$ cat config.mk
export PLATFORM = sky130hd
export DESIGN_NAME = fetch_ctrl_flat
export DESIGN_NICKNAME = d
export VERILOG_FILES = /design/src/rtl/fetch_ctrl_if.sv /design/src/rtl/fetch_ctrl.sv /design/src/flat_wrapper.sv
export SDC_FILE = /design/constraint.sdc
export NUM_CORES = 1
export LEC_CHECK = 0
export CORE_ASPECT_RATIO = 1.4
export CORE_UTILIZATION = 43
export CTS_CLUSTER_SIZE = 14
export DETAILED_ROUTE_END_ITERATION = 16
export HOLD_SLACK_MARGIN = 0.12
export PLACE_DENSITY = 0.83
export SYNTH_ARGS = -nofsm -noshare
export SYNTH_HDL_FRONTEND = slang
export SYNTH_SLANG_ARGS = --single-unit
$ cat constraint.sdc
create_clock -name CLK -period 4.7 [get_ports CLK]
set_input_delay 0.94 -clock CLK [delete_from_list [all_inputs] [get_ports CLK]]
set_output_delay 0.94 -clock CLK [all_outputs]
set_load 0.02 [all_outputs]
$ cat src/rtl/fetch_ctrl_if.sv
// fetch_ctrl_if: instruction-memory request/ack handshake between fetch and imem
interface fetch_ctrl_if;
  logic        ImemReq;
  logic [31:0] ImemAddr;
  logic        ImemAck;
  logic [31:0] ImemRdata;
  modport master (output ImemReq, ImemAddr, input ImemAck, ImemRdata);
  modport slave (input ImemReq, ImemAddr, output ImemAck, ImemRdata);
endinterface

$ cat src/rtl/fetch_ctrl.sv
// fetch_ctrl: PC owner and fetch sequencer against a handshaked imem.
// Define FETCH_EXC_EN to add the ExcReq redirect to EXC_VECTOR (highest priority).
module fetch_ctrl #(
  parameter logic [31:0] RESET_PC   = 32'h0000_0000,
  parameter logic [31:0] EXC_VECTOR = 32'h8000_0180
) (
  input  logic        CLK,
  input  logic        RST,
  input  logic        HazardStall,
  input  logic        BranchTakenD,
  input  logic [31:0] BranchTargetD,
  input  logic        JumpD,
  input  logic [31:0] JumpTargetD,
`ifdef FETCH_EXC_EN
  input  logic        ExcReq,
`endif
  fetch_ctrl_if.master imem,
  output logic [31:0] PCF,
  output logic [31:0] PCPlus4F,
  output logic [31:0] InstrF,
  output logic        InstrValidF,
  output logic        FlushD
);
  typedef enum logic {FETCH, HOLD} state_t;
  state_t state, next_state;
  logic [31:0] pc, pend_tgt, tgt_now, redir_tgt;
  logic pend, exc, in_fetch, redir_now, take_redir, deliver;
`ifdef FETCH_EXC_EN
  assign exc = ExcReq;
`else
  assign exc = 1'b0;
`endif
  assign in_fetch  = state == FETCH;
  assign redir_now = exc | BranchTakenD | JumpD;
  assign tgt_now   = (exc ? EXC_VECTOR : BranchTakenD ? BranchTargetD : JumpTargetD) & ~32'h3;
  // a redirect arriving with the ack supersedes any older pending target
  assign redir_tgt  = redir_now ? tgt_now : pend_tgt;
  assign take_redir = in_fetch ? imem.ImemAck & (pend | redir_now) : redir_now;
  assign deliver    = ~take_redir & ~HazardStall & (~in_fetch | imem.ImemAck);
  assign PCF      = pc;
  assign PCPlus4F = pc + 32'd4;
  assign FlushD   = redir_now;
  always_ff @(posedge CLK or posedge RST)
    if (RST) state <= FETCH;
    else state <= next_state;
  always_comb
    next_state = in_fetch ? ((imem.ImemAck & ~take_redir & HazardStall) ? HOLD : FETCH)
                          : ((take_redir | ~HazardStall) ? FETCH : HOLD);
  always_comb begin
    imem.ImemReq  = in_fetch & ~RST;
    imem.ImemAddr = pc;
  end
  always_ff @(posedge CLK or posedge RST)
    if (RST) begin
      pc          <= RESET_PC;
      pend        <= 1'b0;
      pend_tgt    <= '0;
      InstrF      <= '0;
      InstrValidF <= 1'b0;
    end else begin
      pc          <= take_redir ? redir_tgt : deliver ? pc + 32'd4 : pc;
      pend        <= in_fetch & ~imem.ImemAck & (pend | redir_now);
      InstrValidF <= deliver;
      if (in_fetch & ~imem.ImemAck & redir_now) pend_tgt <= tgt_now;
      if (in_fetch & imem.ImemAck & ~take_redir) InstrF <= imem.ImemRdata;
    end
endmodule

$ cat src/flat_wrapper.sv
// flat-port wrapper written by rule: the top's interface ports become plain ports
module fetch_ctrl_flat 
#(
  parameter logic [31:0] RESET_PC   = 32'h0000_0000,
  parameter logic [31:0] EXC_VECTOR = 32'h8000_0180
)
  (CLK, RST, HazardStall, BranchTakenD, BranchTargetD, JumpD, JumpTargetD, PCF, PCPlus4F, InstrF, InstrValidF, FlushD, imem_ImemReq, imem_ImemAddr, imem_ImemAck, imem_ImemRdata);
  fetch_ctrl_if imem_i ();
  input  logic CLK;
  input  logic RST;
  input  logic HazardStall;
  input  logic BranchTakenD;
  input  logic [31:0] BranchTargetD;
  input  logic JumpD;
  input  logic [31:0] JumpTargetD;
  output logic [31:0] PCF;
  output logic [31:0] PCPlus4F;
  output logic [31:0] InstrF;
  output logic InstrValidF;
  output logic FlushD;
  output wire logic [$bits(imem_i.ImemReq)-1:0] imem_ImemReq;
  output wire logic [$bits(imem_i.ImemAddr)-1:0] imem_ImemAddr;
  input wire logic [$bits(imem_i.ImemAck)-1:0] imem_ImemAck;
  input wire logic [$bits(imem_i.ImemRdata)-1:0] imem_ImemRdata;
  assign imem_ImemReq = imem_i.ImemReq;
  assign imem_ImemAddr = imem_i.ImemAddr;
  assign imem_i.ImemAck = imem_ImemAck;
  assign imem_i.ImemRdata = imem_ImemRdata;
  fetch_ctrl #(.RESET_PC(RESET_PC), .EXC_VECTOR(EXC_VECTOR)) u_core (.CLK(CLK), .RST(RST), .HazardStall(HazardStall), .BranchTakenD(BranchTakenD), .BranchTargetD(BranchTargetD), .JumpD(JumpD), .JumpTargetD(JumpTargetD), .imem(imem_i), .PCF(PCF), .PCPlus4F(PCPlus4F), .InstrF(InstrF), .InstrValidF(InstrValidF), .FlushD(FlushD));
endmodule
* After elaboration in Yosys (flattened, before gate mapping)
Index checks and enable logic that the tools add are counted.
Operators by class: add/sub/neg operators 1, reduce and logical (&&, ||, !) cells 1, muxes and demuxes 8, bitwise operators 20
Operator list (number):
- two-way mux 32 bit | 4
- adder 32 x 3 -> 32 bit, second input constant | 1
- AND 1 bit | 11
- NOT 1 bit | 5
- two-way mux 1 bit | 4
- bitwise OR 1 bit | 4
- nonzero test 2 bit | 1
Storage, ports and cells: input port bits 102, register bits 97, logic and storage cells 36

* Depth between registers and ports, before layout
depth after elaboration 9, mapped depth 8

* Worst setup path before layout
Ideal clock, no wire load.
path kind reg-to-output, from register u_core.pc[2], in the netlist u_core.PCF[2], to output PCPlus4F[18], data arrival time 2.088 ns, data required time 3.760 ns, cell stages (with the launch flop) 7, setup slack 1.672 ns, cells stage by stage dfrtp_1 > ha_1 > clkbuf_1 > nand2_1 > nor4_2 > and4_1 > xor2_1
Between the ends: word-level cells in the longest chain between the ends 1
RTL lines:
- from (decl) | RTL line fetch_ctrl.sv:26 | logic [31:0] pc, pend_tgt, tgt_now, redir_tgt;
- from (signal assigned) | RTL line fetch_ctrl.sv:61 | pc <= take_redir ? redir_tgt : deliver ? pc + 32'd4 : pc;
- adder 32 x 3 -> 32 bit | RTL line fetch_ctrl.sv:41 | assign PCPlus4F = pc + 32'd4;
- to (decl) | RTL line flat_wrapper.sv:17 | output logic [31:0] PCPlus4F;
Every way passes these cells.

* Worst setup path after layout
from register u_core.pc[2], in the netlist u_core.PCF[2], to output PCPlus4F[26]
The elaborated chain is that of the path after synthesis.

==> flow_metrics.env <==
export IMPL_status="finished, final reports clean"
export IMPL_post_cts_buffers=0
export IMPL_syn_to_final_growth_pct=40.6
export IMPL_placed_cells_incl_taps=937
export IMPL_rows=49
export IMPL_async_flop_share_pct=100
export IMPL_start_util_pct=44.7
export IMPL_grt_pass1_wl_mm=26.2
export IMPL_yosysMostFrequentCell="dfrtp_1"
export IMPL_cts_hold_buffers=0
export IMPL_netlist_instances=603
export IMPL_drc=0
export IMPL_ys_ff_latch=95
export IMPL_gp_congestion=0.871
export IMPL_ctsResizeCount=0
export IMPL_cp_startpoint="u_core.PCF[2]$_DFFE_PP0P_"
export IMPL_seqCellArea_um2=2380
export IMPL_synth_cell_type_count=58
export IMPL_fin_worst_skew_ns=0.00872
export IMPL_dieWidth_um=100
export IMPL_dp_hpwl_mm=12.2
export IMPL_io_pins=233
export IMPL_grt_max_degree=87
export IMPL_clk_pin_slew_ns=0.06
export IMPL_die_h_um=140
export IMPL_worst_setup_path_start_kind="register"
export IMPL_rr_worst_depth=6
export IMPL_seq_power_share_pct=34.8
export IMPL_hold_ws_ns=0.481
export IMPL_hp_class="reg -> reg"
export IMPL_ys_top_cells_by_count="dfrtp_1 (95), nand2_1 (77), o21ai_0 (60)"
export IMPL_io_buffers=222
export IMPL_clk_latency_ns=0.34
export IMPL_drtIter0Drc=311
export IMPL_cts_htree_levels=3
export IMPL_num_fill_cells=1119
export IMPL_hold_viol_final=0
export IMPL_end_kind="output pin"
export IMPL_crit_chain="ha_1 > nand2_1 > nor2_1 > nand4_1 > xnor2_1 > clkdlybuf4s50_1"
export IMPL_cp_max_fo=8
export IMPL_synth_top_area_share_pct=40.9
export IMPL_dieArea_um2=14000
export IMPL_min_to="u_core.pend_tgt[13]$_DFFE_PP0P_"
export IMPL_reg2reg_from="u_core.state$_DFF_PP0_"
export IMPL_postRouteAntennaNets=0
export IMPL_combPwrFrac_pct=41.2
export IMPL_crit_family="simple AND/OR/NAND/NOR gates"
export IMPL_avgSynthCellArea_um2=9.64
export IMPL_r2r_end="u_core.PCF[28]$_DFFE_PP0P_"
export IMPL_cts_sinks=95
export IMPL_tightest_slew_ns=0.951
export IMPL_antenna_found_initial=1
export IMPL_yosysTopAreaCell="dfrtp_1"
export IMPL_critPathRequiredTime_ns=3.76
export IMPL_slowest_stage="clkdlybuf4s50_1"
export IMPL_core_um2=13000
export IMPL_switching_share_pct=35.6
export IMPL_post_route_period_util_pct=84.6
export IMPL_synthFlopType="dfrtp_1"
export IMPL_fin_tns_setup_ns=0
export IMPL_r2r_setup_slack_ns=2.23
export IMPL_fin_crit_ns=3.98
export IMPL_firstDrtPassIters=5
export IMPL_pre_cts_slack_ns=1.06
export IMPL_ys_seq_area_share_pct=40.9
export IMPL_multi_input_area_um2=2930
export IMPL_vias=5268
export IMPL_rsz0062_at_grt="false"
export IMPL_intPower_mw=2.15
export IMPL_powerDensity_nw_per_um2=408
export IMPL_slew_violations=0
export IMPL_synthTopCellsByArea="dfrtp_1 (41%), mux2i_1 (9.3%), mux2_2 (7.4%)"
export IMPL_clock_path_buffers=2
export IMPL_ctsRootBufferMaster="clkbuf_16"
export IMPL_p_switching_mw=1.19
export IMPL_power_mw=3.34
export IMPL_drv_cap=0
export IMPL_critical_path_class="reg -> out"
export IMPL_syn_area_um2=5810
export IMPL_yosys_warnings=0
export IMPL_crit_buf_inv=1
export IMPL_hp_start="u_core.pend_tgt[13]$_DFFE_PP0P_"
export IMPL_setup_viol=0
export IMPL_vias_per_cell=5.52
export IMPL_crit_arrival_ns=3.04
export IMPL_final_net_count=873
export IMPL_synth_edf_count=0
export IMPL_clockPowerShare_pct=24.0
export IMPL_grt_overflow=0
export IMPL_wl_mm=16.4
export IMPL_cts_tree="built"
export IMPL_fmax_ghz=0.251
export IMPL_relSlewSlack_pct=36.4
export IMPL_p_leak_nw=3.38
export IMPL_track_usage_pct=23.7
export IMPL_fin_ws_ns=0.724
export IMPL_max_stage_delay_ns=0.64
export IMPL_ir_worst_vdd_mv=0.199
export IMPL_grt_pass1_vias=5268
export IMPL_stdcell_count=954
export IMPL_wl_per_cell_um=17.2
export IMPL_min_path_cells=2
export IMPL_cts_buffers=9
export IMPL_drive_gt1_share_pct=10.2
power groups by stage:
stage | clock [mW] | sequential [mW] | combinational, mW
floorplan | 0 | 1.27 | 0.674
global placement | 0 | 1.16 | 1.35
finish | 0.800 | 1.16 | 1.38
global route | 0.846 | 1.19 | 1.46
detailed placement | 0 | 1.18 | 1.38
CTS | 0.809 | 1.16 | 1.38
cell usage in the layout, fill, tap and decap left out, types with 7 or more instances in the layout:
| cell | count |
|---|---|
| a21oi_1 | 28 |
| buf_4 | 8 |
| clkbuf_16 | 9 |
| clkdlybuf4s50_1 | 220 |
| dfrtp_1 | 95 |
| inv_1 | 10 |
| mux2_2 | 38 |
| mux2i_1 | 54 |
| nand2_1 | 76 |
| nand3_1 | 19 |
| nand4_1 | 8 |
| nor2_1 | 17 |
| o21ai_0 | 60 |
| o311ai_0 | 7 |
| xnor2_1 | 24 |
state kept, by name, indices dropped and copies added (netlist names):
signal	cells
u_core.InstrF	32
u_core.InstrValidF	1
u_core.PCF	30
u_core.pend	1
u_core.pend_tgt	30
u_core.state	1
how the worst max path moves through the flow:
stage / end / slack [ns] / cells after the start
after floorplan: u_core.InstrF[0]$_DFFE_PP0P_ / 1.28 / 1
after global placement: PCPlus4F[26] / 1.11 / 6
after detailed placement: PCPlus4F[26] / 1.06 / 6
after CTS: PCPlus4F[26] / 0.68 / 6
after global routing: PCPlus4F[26] / 0.52 / 6
final: PCPlus4F[26] / 0.72 / 6
layer usage:
| metal | GRT usage, % | vias up | part of all wire (%) |
|---|---|---|---|
| met5 | 0 | - | 0 |
| met4 | 11.7 | 0 | 3.6 |
| met3 | 4.62 | 45 | 7.2 |
| met2 | 41.1 | 282 | 52 |
| met1 | 27.4 | 2480 | 37 |
| li1 | - | 2461 | - |
final cells by class:
class                      count  area share (%)
clock inverter                 5           0.995
sequential                    95            29.1
antenna                        1          0.0306
inverter                      11           0.536
tap                          178            2.73
timing repair buffer         229            27.7
multi-input combinational    424            35.9
clock buffer                  11            2.97
worst register-to-register path: cells and delay by family, from the launching register on:
family,cells,cell delay (ns)
buffers and inverters,1,0.38
AOI/OAI and AO/OA,1,0.14
and+or+nand+nor,4,1.43
DFF,1,0.45
stage by stage:
stage,util [%],instance area [um2]
2_1_floorplan,-,5830
3_3_place_gp,60.4,7850
3_5_place_dp,60.4,7850
4_1_cts,62.9,8170
5_1_grt,62.9,8170
6_report,62.9,8170
logic make-up (layout without fill, tap and decap cells):
| family | Yosys count | after routing | share of synthesized area (%) |
|---|---|---|---|
| buffers and inverters | 89 | 256 | 9.06 |
| adder cells (fa/ha/maj) | 1 | 1 | 0.215 |
| AND/OR/NAND/NOR | 153 | 153 | 13.7 |
| XOR/XNOR | 28 | 28 | 4.22 |
| multiplexers | 92 | 92 | 16.7 |
| other | 1 | 7 | 0.0645 |
| flip-flops | 95 | 95 | 40.9 |
| AO/OA/AOI/OAI | 144 | 144 | 15.2 |
Note: power is estimated with default switching activity, not from simulation.
